--- src/rtl/spi_sram_master.sv ---
// SPI mode-0 initiator for a 23LC512-class serial SRAM.
// Turns one host request into a single-byte SPI transaction:
// {cmd[7:0], addr[15:0], data[7:0]}, shifted MSB first.
// Ports:
//   clk_i, rst_i               system clock, synchronous active-high reset
//   req_valid_i / req_ready_o  request handshake (transfer when both high)
//   req_write_i                1 = WRITE (0x02), 0 = READ (0x03)
//   req_addr_i, req_wdata_i    SRAM byte address and write byte
//   resp_valid_o               one-cycle completion pulse
//   resp_rdata_o               read byte (0x00 after writes), held until next response
//   sck_o, cs_n_o, mosi_o      SPI outputs (sck idles low, cs_n idles high)
//   miso_i                     SPI input from the SRAM
module spi_sram_master #(
  parameter int unsigned ClkDiv = 2
) (
  input  logic        clk_i,
  input  logic        rst_i,
  input  logic        req_valid_i,
  output logic        req_ready_o,
  input  logic        req_write_i,
  input  logic [15:0] req_addr_i,
  input  logic [7:0]  req_wdata_i,
  output logic        resp_valid_o,
  output logic [7:0]  resp_rdata_o,
  output logic        sck_o,
  output logic        cs_n_o,
  output logic        mosi_o,
  input  logic        miso_i
);

  localparam int unsigned DivW = (ClkDiv > 1) ? $clog2(ClkDiv) : 1;

  typedef enum logic [2:0] {
    StIdle,
    StSetup,
    StShiftHi,
    StShiftLo,
    StGap
  } state_e;

  state_e            state_q, state_d;
  logic [DivW-1:0]   div_q, div_d;
  logic [4:0]        bit_q, bit_d;
  logic              last_q, last_d;   // bit 31 has fallen; next low phase ends the frame
  logic [31:0]       shreg_q, shreg_d;
  logic [7:0]        rx_q, rx_d;
  logic              is_read_q, is_read_d;
  logic              sck_q, sck_d;
  logic              cs_n_q, cs_n_d;
  logic              mosi_q, mosi_d;
  logic              resp_valid_q, resp_valid_d;
  logic [7:0]        rdata_q, rdata_d;

  logic              div_last;
  logic [31:0]       frame;

  assign div_last = (div_q == DivW'(ClkDiv - 1));

  always_comb begin
    frame        = {(req_write_i ? 8'h02 : 8'h03), req_addr_i,
                    (req_write_i ? req_wdata_i : 8'h00)};
    state_d      = state_q;
    div_d        = div_q;
    bit_d        = bit_q;
    last_d       = last_q;
    shreg_d      = shreg_q;
    rx_d         = rx_q;
    is_read_d    = is_read_q;
    sck_d        = sck_q;
    cs_n_d       = cs_n_q;
    mosi_d       = mosi_q;
    resp_valid_d = 1'b0;
    rdata_d      = rdata_q;

    unique case (state_q)
      StIdle: begin
        div_d = '0;
        if (req_valid_i) begin
          shreg_d   = frame;
          mosi_d    = frame[31];
          cs_n_d    = 1'b0;
          bit_d     = '0;
          last_d    = 1'b0;
          is_read_d = ~req_write_i;
          state_d   = StSetup;
        end
      end

      StSetup: begin
        if (div_last) begin
          div_d   = '0;
          sck_d   = 1'b1;
          rx_d    = {rx_q[6:0], miso_i};
          state_d = StShiftHi;
        end else begin
          div_d = div_q + DivW'(1);
        end
      end

      StShiftHi: begin
        if (div_last) begin
          div_d   = '0;
          sck_d   = 1'b0;
          state_d = StShiftLo;
          if (bit_q == 5'd31) begin
            mosi_d = 1'b0;
            last_d = 1'b1;
          end else begin
            // Next bit goes out on the falling edge, a full low phase before its rise.
            mosi_d  = shreg_q[30];
            shreg_d = {shreg_q[30:0], 1'b0};
            bit_d   = bit_q + 5'd1;
          end
        end else begin
          div_d = div_q + DivW'(1);
        end
      end

      StShiftLo: begin
        if (div_last) begin
          div_d = '0;
          if (last_q) begin
            cs_n_d       = 1'b1;
            resp_valid_d = 1'b1;
            rdata_d      = is_read_q ? rx_q : 8'h00;
            state_d      = StGap;
          end else begin
            // miso still holds the value driven before this rise.
            sck_d   = 1'b1;
            rx_d    = {rx_q[6:0], miso_i};
            state_d = StShiftHi;
          end
        end else begin
          div_d = div_q + DivW'(1);
        end
      end

      StGap: begin
        if (div_last) begin
          div_d   = '0;
          state_d = StIdle;
        end else begin
          div_d = div_q + DivW'(1);
        end
      end

      default: state_d = StIdle;
    endcase
  end

  always_ff @(posedge clk_i) begin
    if (rst_i) begin
      state_q      <= StIdle;
      div_q        <= '0;
      bit_q        <= '0;
      last_q       <= 1'b0;
      shreg_q      <= '0;
      rx_q         <= '0;
      is_read_q    <= 1'b0;
      sck_q        <= 1'b0;
      cs_n_q       <= 1'b1;
      mosi_q       <= 1'b0;
      resp_valid_q <= 1'b0;
      rdata_q      <= '0;
    end else begin
      state_q      <= state_d;
      div_q        <= div_d;
      bit_q        <= bit_d;
      last_q       <= last_d;
      shreg_q      <= shreg_d;
      rx_q         <= rx_d;
      is_read_q    <= is_read_d;
      sck_q        <= sck_d;
      cs_n_q       <= cs_n_d;
      mosi_q       <= mosi_d;
      resp_valid_q <= resp_valid_d;
      rdata_q      <= rdata_d;
    end
  end

  assign req_ready_o  = (state_q == StIdle);
  assign resp_valid_o = resp_valid_q;
  assign resp_rdata_o = rdata_q;
  assign sck_o        = sck_q;
  assign cs_n_o       = cs_n_q;
  assign mosi_o       = mosi_q;

endmodule

--- config.mk ---
export PLATFORM = sky130hd
export DESIGN_NAME = spi_sram_master
export DESIGN_NICKNAME = d
export VERILOG_FILES = /design/src/rtl/spi_sram_master.sv
export SDC_FILE = /design/constraint.sdc
export NUM_CORES = 1
export LEC_CHECK = 0
export CAP_MARGIN = 20
export CORE_UTILIZATION = 38
export CTS_CLUSTER_DIAMETER = 80
export CTS_CLUSTER_SIZE = 40
export DETAILED_ROUTE_END_ITERATION = 10
export GPL_ROUTABILITY_DRIVEN = 0
export PLACE_DENSITY = 0.69
export SYNTH_ARGS = -nofsm -noshare
export SYNTH_HDL_FRONTEND = slang
export SYNTH_SLANG_ARGS = --single-unit
--- constraint.sdc ---
create_clock -name clk_i -period 4.6 [get_ports clk_i]
set_clock_uncertainty 0.05 [all_clocks]
set_input_delay 1.15 -clock clk_i [delete_from_list [all_inputs] [get_ports clk_i]]
set_output_delay 1.15 -clock clk_i [all_outputs]
set_load 0.03 [all_outputs]
# Word-level counts from Yosys, hierarchy flattened

Index checks and enable logic that the tools add are counted.

Register bits after elaboration: 62
Output and inout port bits: 13

Add/subtract/negate cells: 2
Equal/unequal tests: 14
Multiplexer cells: 41
Bitwise logic cells: 3
Reductions and logical operators: 17

Operators with widths:

| kind                | number |
|---|---|
| $mux 31             | 3 |
| $pmux 31 s2         | 1 |
| $mux 8              | 5 |
| $mux 3              | 6 |
| $ne 2x2->1 const B  | 9 |
| $pmux 8 s2          | 1 |
| $reduce_and 4->1    | 4 |
| $mux 1              | 15 |
| $mux 5              | 3 |
| $pmux 3 s5          | 1 |
| $pmux 5 s2          | 1 |
| $reduce_and 5->1    | 2 |
| $pmux 1 s2          | 4 |
| $reduce_bool 2->1   | 4 |
| $eq 3x2->1 const B  | 2 |
| $reduce_and 3->1    | 2 |
| $add 5x1->5 const B | 1 |
| $eq 5x5->1 const B  | 1 |
| $reduce_or 4->1     | 1 |
| $eq 3x1->1 const B  | 1 |
| $eq 3x3->1 const B  | 1 |
| $logic_not 3->1     | 1 |
| $not 1->1           | 3 |
| $pmux 1 s3          | 1 |
| 4 further kinds     | 4 |

# Longest topological paths before layout

Gate-level depths: netlist (run 1).

Word-level depth: 4
Mapped depth: 8

# Least setup slack after synthesis (run 1)

No wires, ideal clock.

Path type: reg-to-output
Start: reg state_q[1]
End: out req_ready_o
Data arrival time: 1197 ps
Data required time: 3400 ps
Slack: 2203 ps
Stages on the path, launching flop included: 3
Path buffers: 1
Cells stage by stage: dfxtp_1 -> buf_2 -> nor3_1

Cells in the longest elaborated chain, start to end: 1

RTL lines:

| element                | RTL line | RTL |
|---|---|---|
| from (decl)            | 41       | `state_e state_q, state_d;` |
| from (signal assigned) | 153      | `state_q <= StIdle;` |
| from (signal assigned) | 166      | `state_q <= state_d;` |
| $logic_not 3->1        | 181      | `assign req_ready_o = (state_q == StIdle);` |
| to (decl)              | 19       | `output logic req_ready_o,` |

No other way between the ends.

# Final worst setup path (run 1)

Ends and elaborated chain as after synthesis.

==> flow_summary.json, run 1 <==
{
  "run_status": "completed",
  "mostFrequentLayoutCell": "dfxtp_1",
  "tns_ps": 0,
  "placementRows": 31,
  "maxCapViolCount": 0,
  "dp.final_hpwl_um": 4520,
  "avgRoutedWirePerCell_um": 15.2,
  "syn-cell-area_sq_um": 2980,
  "antenna_found_initial": 0,
  "syn_inst": 355,
  "hold_viol": 0,
  "max_freq_ghz": 0.310,
  "yosysWarnings": 0,
  "final_cell_mix": "dfxtp_1 (62), nand2_1 (45), clkdlybuf4s50_1 (41)",
  "slowest_delay_ps": 730,
  "wl_met3_um": 302,
  "dp_cells": 464,
  "yosysUniqueCellTypes": 48,
  "drt_iter0_drc": 133,
  "ys_seq_area_frac": 0.416,
  "cts_resized": 0,
  "drive_gt1_frac": 0.0761,
  "wl_met1_um": 3450,
  "maxSlewHeadroom": 0.307,
  "clock_path_buffers": 2,
  "core_sq_um": 7410,
  "start_util": 0.403,
  "min_period_ps": 3230,
  "max-vdd-ir-drop_mv": 0.188,
  "avgSynthCellArea_sq_um": 8.41,
  "switching_share": 0.257,
  "routed_wl_um": 7290,
  "dieHeight_um": 90.6,
  "dieArea_sq_um": 8210,
  "antenna_cells": 0,
  "top_layer": "met4",
  "clock-root-buffer": "clkbuf_8",
  "layout.nets": 407,
  "power.leakage_nw": 1.24,
  "grt_max_degree": 40,
  "endpoint_kind": "output port",
  "clock-sinks": 62,
  "async_flop_share": 0,
  "min_period_over_period": 0.702,
  "grt_overflow": 0,
  "design_area_sq_um": 3610,
  "first_pass_iters": 4,
  "ctsHoldBuffers": 0,
  "grt_pass1_wl_um": 12300,
  "finalSetupViolations": 0,
  "ys_ff_latch": 62,
  "synth_top_flop_cell": "dfxtp_1",
  "fp.dieW_um": 90.6,
  "nFillCells": 739,
  "grt_setup_unrepaired": "false",
  "post-cts-setup-buffer-count": 0,
  "p_comb_frac": 0.125,
  "p_sw_mw": 0.315,
  "clk_latency_ps": 350,
  "grtUsageTotal": 0.185,
  "place_area_sq_um": 3410,
  "power.total_mw": 1.22,
  "tightest_slew_ps": 1040,
  "port-buffer-count": 41,
  "maxSlewViolCount": 0,
  "clk_pin_slew_ps": 70,
  "syn_nets": 386,
  "clock_power_share": 0.398,
  "worstPathCellList": "nor3_1 -> clkdlybuf4s50_1",
  "setup_ws_ps": 1370,
  "worst_ep_arrival_time_ps": 2030,
  "path_class": "flip-flop to output port",
  "vias": 2776,
  "cts_tree": "done",
  "critical_path_required_ps": 3400,
  "drc": 0,
  "numCtsBuffers": 9,
  "min_path_type": "flip-flop to flip-flop",
  "cp_slowest_cell": "clkdlybuf4s50_1",
  "areaGrowthSynthToFinish_pct": 20.8,
  "stdcell_count": 480,
  "seq_power_share": 0.477,
  "ios": 42,
  "grt_pass1_vias": 2604,
  "intPower_mw": 0.910,
  "route.met2.wl_um": 3450,
  "crit_path_start_kind": "flip-flop",
  "place_ws_ps": 1540,
  "cp_max_fo": 24,
  "pwr_density_cell_nw_per_um2": 340,
  "routed_via_density": 5.78,
  "antenna_left": 0,
  "cts_htree_levels": 3,
  "synth_edf_count": 0
}
-- registers in the layout, summed over array words and instances, names as in the netlist --
signal	flops
resp_rdata_o	8
bit_q	5
mosi_o	1
resp_valid_o	1
div_last	1
state_q	3
cs_n_o	1
is_read_q	1
sck_o	1
shreg_q	31
rx_q	8
last_q	1
-- critical path: cells and delay by family, from the launching register on --
family | cells | cell delay (ps)
buf+inv | 1 | 730
flops | 1 | 560
simple gates | 1 | 390
-- metrics by stage --
step | utilization | hold slack, ps
3_5_place_dp | 0.460 | 417
4_1_cts | 0.487 | 424
3_3_place_gp | 0.460 | 405
2_1_floorplan | - | 383
6_report | 0.487 | 422
5_1_grt | 0.487 | 441
-- power by group through the flow --
stage                     logic [mW]  registers [mW]  clock network [mW]
after floorplan                0.104           0.589                   0
after global placement         0.150           0.595                   0
after detailed placement       0.152           0.596                   0
after CTS                      0.153           0.584               0.496
after global routing           0.168           0.588               0.524
final                          0.153           0.584               0.488
-- logic make-up after synthesis --
group,synth area share
adders and majority gates,0.00838
buffers and inverters,0.0566
and+or+nand+nor,0.206
muxes,0.0235
AOI/OAI and AO/OA,0.289
DFF,0.416
-- synth_stat cells, types with 2 or more instances --
master	number	area (sq um)
nand2_1	45	169
clkbuf_1	21	78.8
o311ai_0	23	201
and3_1	3	18.8
nand3b_1	2	15.0
or4_1	2	15.0
o21bai_1	23	173
a31oi_1	24	150
nand2b_1	7	43.8
a31o_2	3	26.3
buf_1	5	18.8
nor2_1	5	18.8
buf_2	8	40.0
nor2b_1	4	25.0
or3_1	2	12.5
and3b_1	2	17.5
nand4_1	11	68.8
nand3_1	22	110
o21ai_0	21	105
nor4_1	3	18.8
dfxtp_1	62	1240
a21oi_1	23	115
o211ai_1	2	15.0
ha_1	2	25.0
mux2i_1	7	70.1
-- routing by layer --
layer | track usage | vias up
li1 | - | 1379
met1 | 0.230 | 1325
met2 | 0.305 | 61
met3 | 0.0539 | 11
met4 | 0.0632 | 0
met5 | 0 | -
-- layout make-up --
class / count / area [sq um] / share of cell area
Multi-Input combinational cell: 254 / 1580 / 0.438
Tap cell: 99 / 124 / 0.0344
Sequential cell: 62 / 1240 / 0.344
Inverter: 2 / 7.51 / 0.00208
Clock inverter: 4 / 45.0 / 0.0125
Timing Repair Buffer: 47 / 455 / 0.126
Clock buffer: 12 / 155 / 0.0430
-- final timing paths --
path	cells past startpoint	from	slack (ps)	end
setup reg to reg	7	bit_q[0]$_SDFFE_PP0P_	1970	bit_q[4]$_SDFFE_PP0P_
hold reg to reg	2	resp_rdata_o[6]$_SDFFE_PP0P_	420	resp_rdata_o[6]$_SDFFE_PP0P_
hold / removal	2	resp_rdata_o[6]$_SDFFE_PP0P_	420	resp_rdata_o[6]$_SDFFE_PP0P_
setup / recovery	2	state_q[1]$_SDFFE_PP0P_	1370	req_ready_o
No activity file was read; power rests on OpenSTA's default activity.
==> inputs of run 2 (changes only) <==
==> constraint.sdc (replaced) <==
create_clock -name clk_i -period 3.2 [get_ports clk_i]
set_clock_uncertainty 0.05 [all_clocks]
set_input_delay 0.8 -clock clk_i [delete_from_list [all_inputs] [get_ports clk_i]]
set_output_delay 0.8 -clock clk_i [all_outputs]
set_load 0.03 [all_outputs]
==> run 2 against run 1 <==
Combinational power increased by 46%. Register-to-register slack lost 950 ps. Largest power group unchanged. Power increased by 39%. Sequential power up 43%. Global-route usage is 0.14 points lower. Sequential share of layout area shrank 0.15 points.
==> flow_summary.json, run 2 (synthesis results as in run 1) <==
{
  "avgRoutedWirePerCell_um": 14.6,
  "mostFrequentLayoutCell": "dfxtp_1",
  "antenna_cells": 0,
  "hold_viol": 0,
  "cts_tree": "done",
  "largest_register": "shreg_q",
  "grt_pass1_vias": 2635,
  "run_status": "completed",
  "reg2reg_to": "bit_q[4]$_SDFFE_PP0P_",
  "dieHeight_um": 90.6,
  "critical_path_required_ps": 2350,
  "crit_end": "req_ready_o",
  "first_pass_iters": 4,
  "min_period_ps": 2470,
  "power.leakage_nw": 1.25,
  "drc": 0,
  "grt_overflow": 0,
  "place_ws_ps": 660,
  "start_util": 0.403,
  "clk_pin_slew_ps": 70,
  "tightest_slew_ps": 828,
  "core_sq_um": 7410,
  "numCtsBuffers": 9,
  "drt_iter0_drc": 242,
  "dp.final_hpwl_um": 4470,
  "antenna_left": 0,
  "routed_wl_um": 7080,
  "cts_htree_levels": 3,
  "cp-startpoint": "state_q[2]$_SDFFE_PP0P_",
  "post-cts-setup-buffer-count": 0,
  "maxSlewHeadroom": 0.440,
  "crit_path_start_kind": "flip-flop",
  "final_cell_mix": "dfxtp_1 (62), nand2_1 (45), clkdlybuf4s50_1 (41)",
  "port-buffer-count": 41,
  "r2r_cells": 7,
  "fin_hold_ws_ps": 421,
  "antenna_found_initial": 0,
  "rrSetupSlack_ps": 1020,
  "setup_ws_ps": 728,
  "max-vdd-ir-drop_mv": 0.264,
  "grtUsageTotal": 0.184,
  "maxSlewViolCount": 0,
  "clock-sinks": 62,
  "drive_gt1_frac": 0.0857,
  "vias": 2786,
  "clock-root-buffer": "clkbuf_8",
  "cp_max_fo": 2,
  "grt_pass1_wl_um": 12300,
  "grt_setup_unrepaired": "false",
  "cts_resized": 0,
  "finalSetupViolations": 0,
  "max_freq_ghz": 0.405,
  "dieArea_sq_um": 8210,
  "path_class": "flip-flop to output port",
  "endpoint_kind": "output port",
  "pwr_density_cell_nw_per_um2": 469,
  "routed_via_density": 5.76,
  "grt_max_degree": 39,
  "clock_path_buffers": 2,
  "tns_ps": 0,
  "ctsHoldBuffers": 0,
  "layout.nets": 411,
  "r2r-start": "bit_q[0]$_SDFFE_PP0P_",
  "largest_register_ffs": 31,
  "maxCapViolCount": 0,
  "placementRows": 31,
  "min_path_type": "flip-flop to flip-flop",
  "min_period_over_period": 0.772,
  "ios": 42,
  "fp.dieW_um": 90.6,
  "worst_ep_arrival_time_ps": 1620,
  "clk_latency_ps": 340,
  "areaGrowthSynthToFinish_pct": 21.4
}
## run 2: cell count changes in the layout (fill, tap and decap cells not counted)
cell and change:
bufinv_16 -1, clkbuf_8 +1, clkinv_2 -1, buf_4 +4, clkinvlp_4 +1
## run 2: metrics by stage
stage               cells  area (sq um)  total power, mW   util
global route          484          3620             1.78  0.489
global placement      468          3440             1.07  0.464
CTS                   484          3620             1.71  0.489
finish                484          3620             1.70  0.489
floorplan             355          2980            0.996      -
detailed placement    468          3440             1.08  0.464
## run 2: per-layer routing
layer / up-vias / wire (um) / global-route usage
met1: 1313 / 3270 / 0.227
met4: 0 / 68 / 0.0726
met2: 67 / 3380 / 0.308
li1: 1399 / - / -
met5: - / 0 / 0
met3: 7 / 356 / 0.0421
## run 2: worst min path at each step
stage / startpoint / endpoint / slack [ps] / depth (start not counted)
2_1_floorplan: shreg_q[24]$_SDFFE_PP0P_ / shreg_q[24]$_SDFFE_PP0P_ / 380 / 2
3_3_place_gp: bit_q[4]$_SDFFE_PP0P_ / bit_q[4]$_SDFFE_PP0P_ / 400 / 2
3_5_place_dp: cs_n_o$_SDFFE_PP1P_ / cs_n_o$_SDFFE_PP1P_ / 410 / 2
4_1_cts: shreg_q[24]$_SDFFE_PP0P_ / shreg_q[24]$_SDFFE_PP0P_ / 420 / 2
5_1_grt: bit_q[4]$_SDFFE_PP0P_ / bit_q[4]$_SDFFE_PP0P_ / 440 / 2
6_report: cs_n_o$_SDFFE_PP1P_ / cs_n_o$_SDFFE_PP1P_ / 420 / 2
## run 2: area by class of cell
cell class	instances	area, sq um
clock inverter	3	17.5
tap	99	124
sequential	62	1240
timing repair buffer	51	485
fill	695	3790
multi-input combinational	254	1580
clock buffer	13	169
inverter	2	7.51
## run 2: power by group
group / internal (mW) / switching, mW / leakage, nW
clock: 0.342 / 0.297 / 0.0954
sequential: 0.809 / 0.0274 / 0.506
combinational: 0.102 / 0.120 / 0.653
total: 1.25 / 0.445 / 1.25
## run 2: critical path, stage by stage (launching register included)
cell and delay [ps]:
dfxtp_1 320, nor3_1 240, clkdlybuf4s50_1 720
==> inputs of run 3 (changes only) <==
==> constraint.sdc (replaced) <==
create_clock -name clk_i -period 2.5 [get_ports clk_i]
set_clock_uncertainty 0.05 [all_clocks]
set_input_delay 0.625 -clock clk_i [delete_from_list [all_inputs] [get_ports clk_i]]
set_output_delay 0.625 -clock clk_i [all_outputs]
set_load 0.03 [all_outputs]
==> run 3 against run 2 <==
Combinational power up 32%. Flip-flop and latch count unchanged. Core utilization up 0.47 points. Worst hold slack about the same. Design area up 0.97%. Critical path type unchanged. Largest power group unchanged. Highest routed layer unchanged.
==> flow_summary.json, run 3 (synthesis results as in run 1) <==
{
  "routed_via_density": 5.79,
  "layout.nets": 414,
  "dieHeight_um": 90.6,
  "drt_iter0_drc": 144,
  "clk_pin_slew_ps": 70,
  "min_period_ps": 2300,
  "maxSlewHeadroom": 0.652,
  "run_status": "completed",
  "hold_viol": 0,
  "start_util": 0.403,
  "tns_ps": 0,
  "maxSlewViolCount": 0,
  "routed_wl_um": 7280,
  "endpoint_kind": "output port",
  "antenna_left": 0,
  "cp-startpoint": "state_q[2]$_SDFFE_PP0P_",
  "r2r-start": "bit_q[0]$_SDFFE_PP0P_",
  "stdcell_count": 487,
  "first_pass_iters": 4,
  "ios": 42,
  "path_class": "flip-flop to output port",
  "rrSetupSlack_ps": 400,
  "clock_path_buffers": 2,
  "max-vdd-ir-drop_mv": 0.307,
  "max_freq_ghz": 0.435,
  "grt_overflow": 0,
  "cts_tree": "done",
  "grt_setup_unrepaired": "false",
  "placementRows": 31,
  "cts_resized": 0,
  "fin_hold_ws_ps": 421,
  "dp.final_hpwl_um": 4590,
  "final_cell_mix": "dfxtp_1 (62), nand2_1 (45), clkdlybuf4s50_1 (41)",
  "antenna_cells": 0,
  "min-delay-start": "bit_q[4]$_SDFFE_PP0P_",
  "worst_ep_arrival_time_ps": 1630,
  "power.leakage_nw": 1.27,
  "avgRoutedWirePerCell_um": 15.0,
  "grt_max_degree": 39,
  "cp_max_fo": 2,
  "cts_htree_levels": 3,
  "largest_register": "shreg_q",
  "areaGrowthSynthToFinish_pct": 22.6,
  "antenna_found_initial": 0,
  "port-buffer-count": 41,
  "min_period_over_period": 0.921,
  "largest_register_ffs": 31,
  "grt_pass1_vias": 2628,
  "tightest_slew_ps": 520,
  "dp_cells": 471,
  "mostFrequentLayoutCell": "dfxtp_1",
  "dieArea_sq_um": 8210,
  "post-cts-setup-buffer-count": 0,
  "drive_gt1_frac": 0.0928,
  "critical_path_required_ps": 1820,
  "setup_ws_ps": 199,
  "vias": 2820,
  "core_sq_um": 7410,
  "grtUsageTotal": 0.190,
  "grt_pass1_wl_um": 12700,
  "clock-sinks": 62,
  "power.total_mw": 2.20,
  "numCtsBuffers": 9,
  "finalSetupViolations": 0,
  "min_path_type": "flip-flop to flip-flop",
  "maxCapViolCount": 0,
  "place_ws_ps": 255,
  "drc": 0,
  "ctsHoldBuffers": 0,
  "fp.dieW_um": 90.6,
  "pwr_density_cell_nw_per_um2": 601,
  "clk_latency_ps": 340,
  "crit_path_start_kind": "flip-flop",
  "clock-root-buffer": "clkbuf_8"
}
==> run 3: cell count changes in the layout (fill, tap and decap cells not counted), sizes merged <==
cell and delta:
buf +3
==> run 3: cell type report <==
class | instances | area (sq um)
Tap cell | 99 | 124
Clock inverter | 3 | 17.5
Timing Repair Buffer | 54 | 520
Inverter | 2 | 7.51
Sequential cell | 62 | 1240
Multi-Input combinational cell | 254 | 1580
Fill cell | 730 | 3750
Clock buffer | 13 | 169
==> run 3: power breakdown <==
part | switching, mW | total [mW] | leakage [nW] | internal [mW]
Clock | 0.392 | 0.830 | 0.0954 | 0.438
Combinational | 0.156 | 0.295 | 0.672 | 0.138
Sequential | 0.0365 | 1.07 | 0.506 | 1.04
==> run 3: critical path, stage by stage, from the launching register on <==
cell and delay [ps]:
dfxtp_1 320, nor3_1 230, clkdlybuf4s50_1 730
==> run 3: through the flow <==
step                      cell area, sq um  utilization
after floorplan                       2980            -
after global placement                3470        0.469
after detailed placement              3470        0.469
after CTS                             3660        0.494
after global routing                  3660        0.494
final                                 3660        0.494
==> run 3: worst paths after layout <==
kind	to	cells past startpoint
min reg2reg	bit_q[4]$_SDFFE_PP0P_	2
max	req_ready_o	2
min	bit_q[4]$_SDFFE_PP0P_	2
max reg2reg	shreg_q[0]$_SDFFE_PP0P_	7
==> run 3: routing by layer <==
metal | global-route usage | wire (um)
met5 | 0 | 0
met4 | 0.0726 | 89
met3 | 0.0463 | 330
met2 | 0.305 | 3430
met1 | 0.244 | 3440
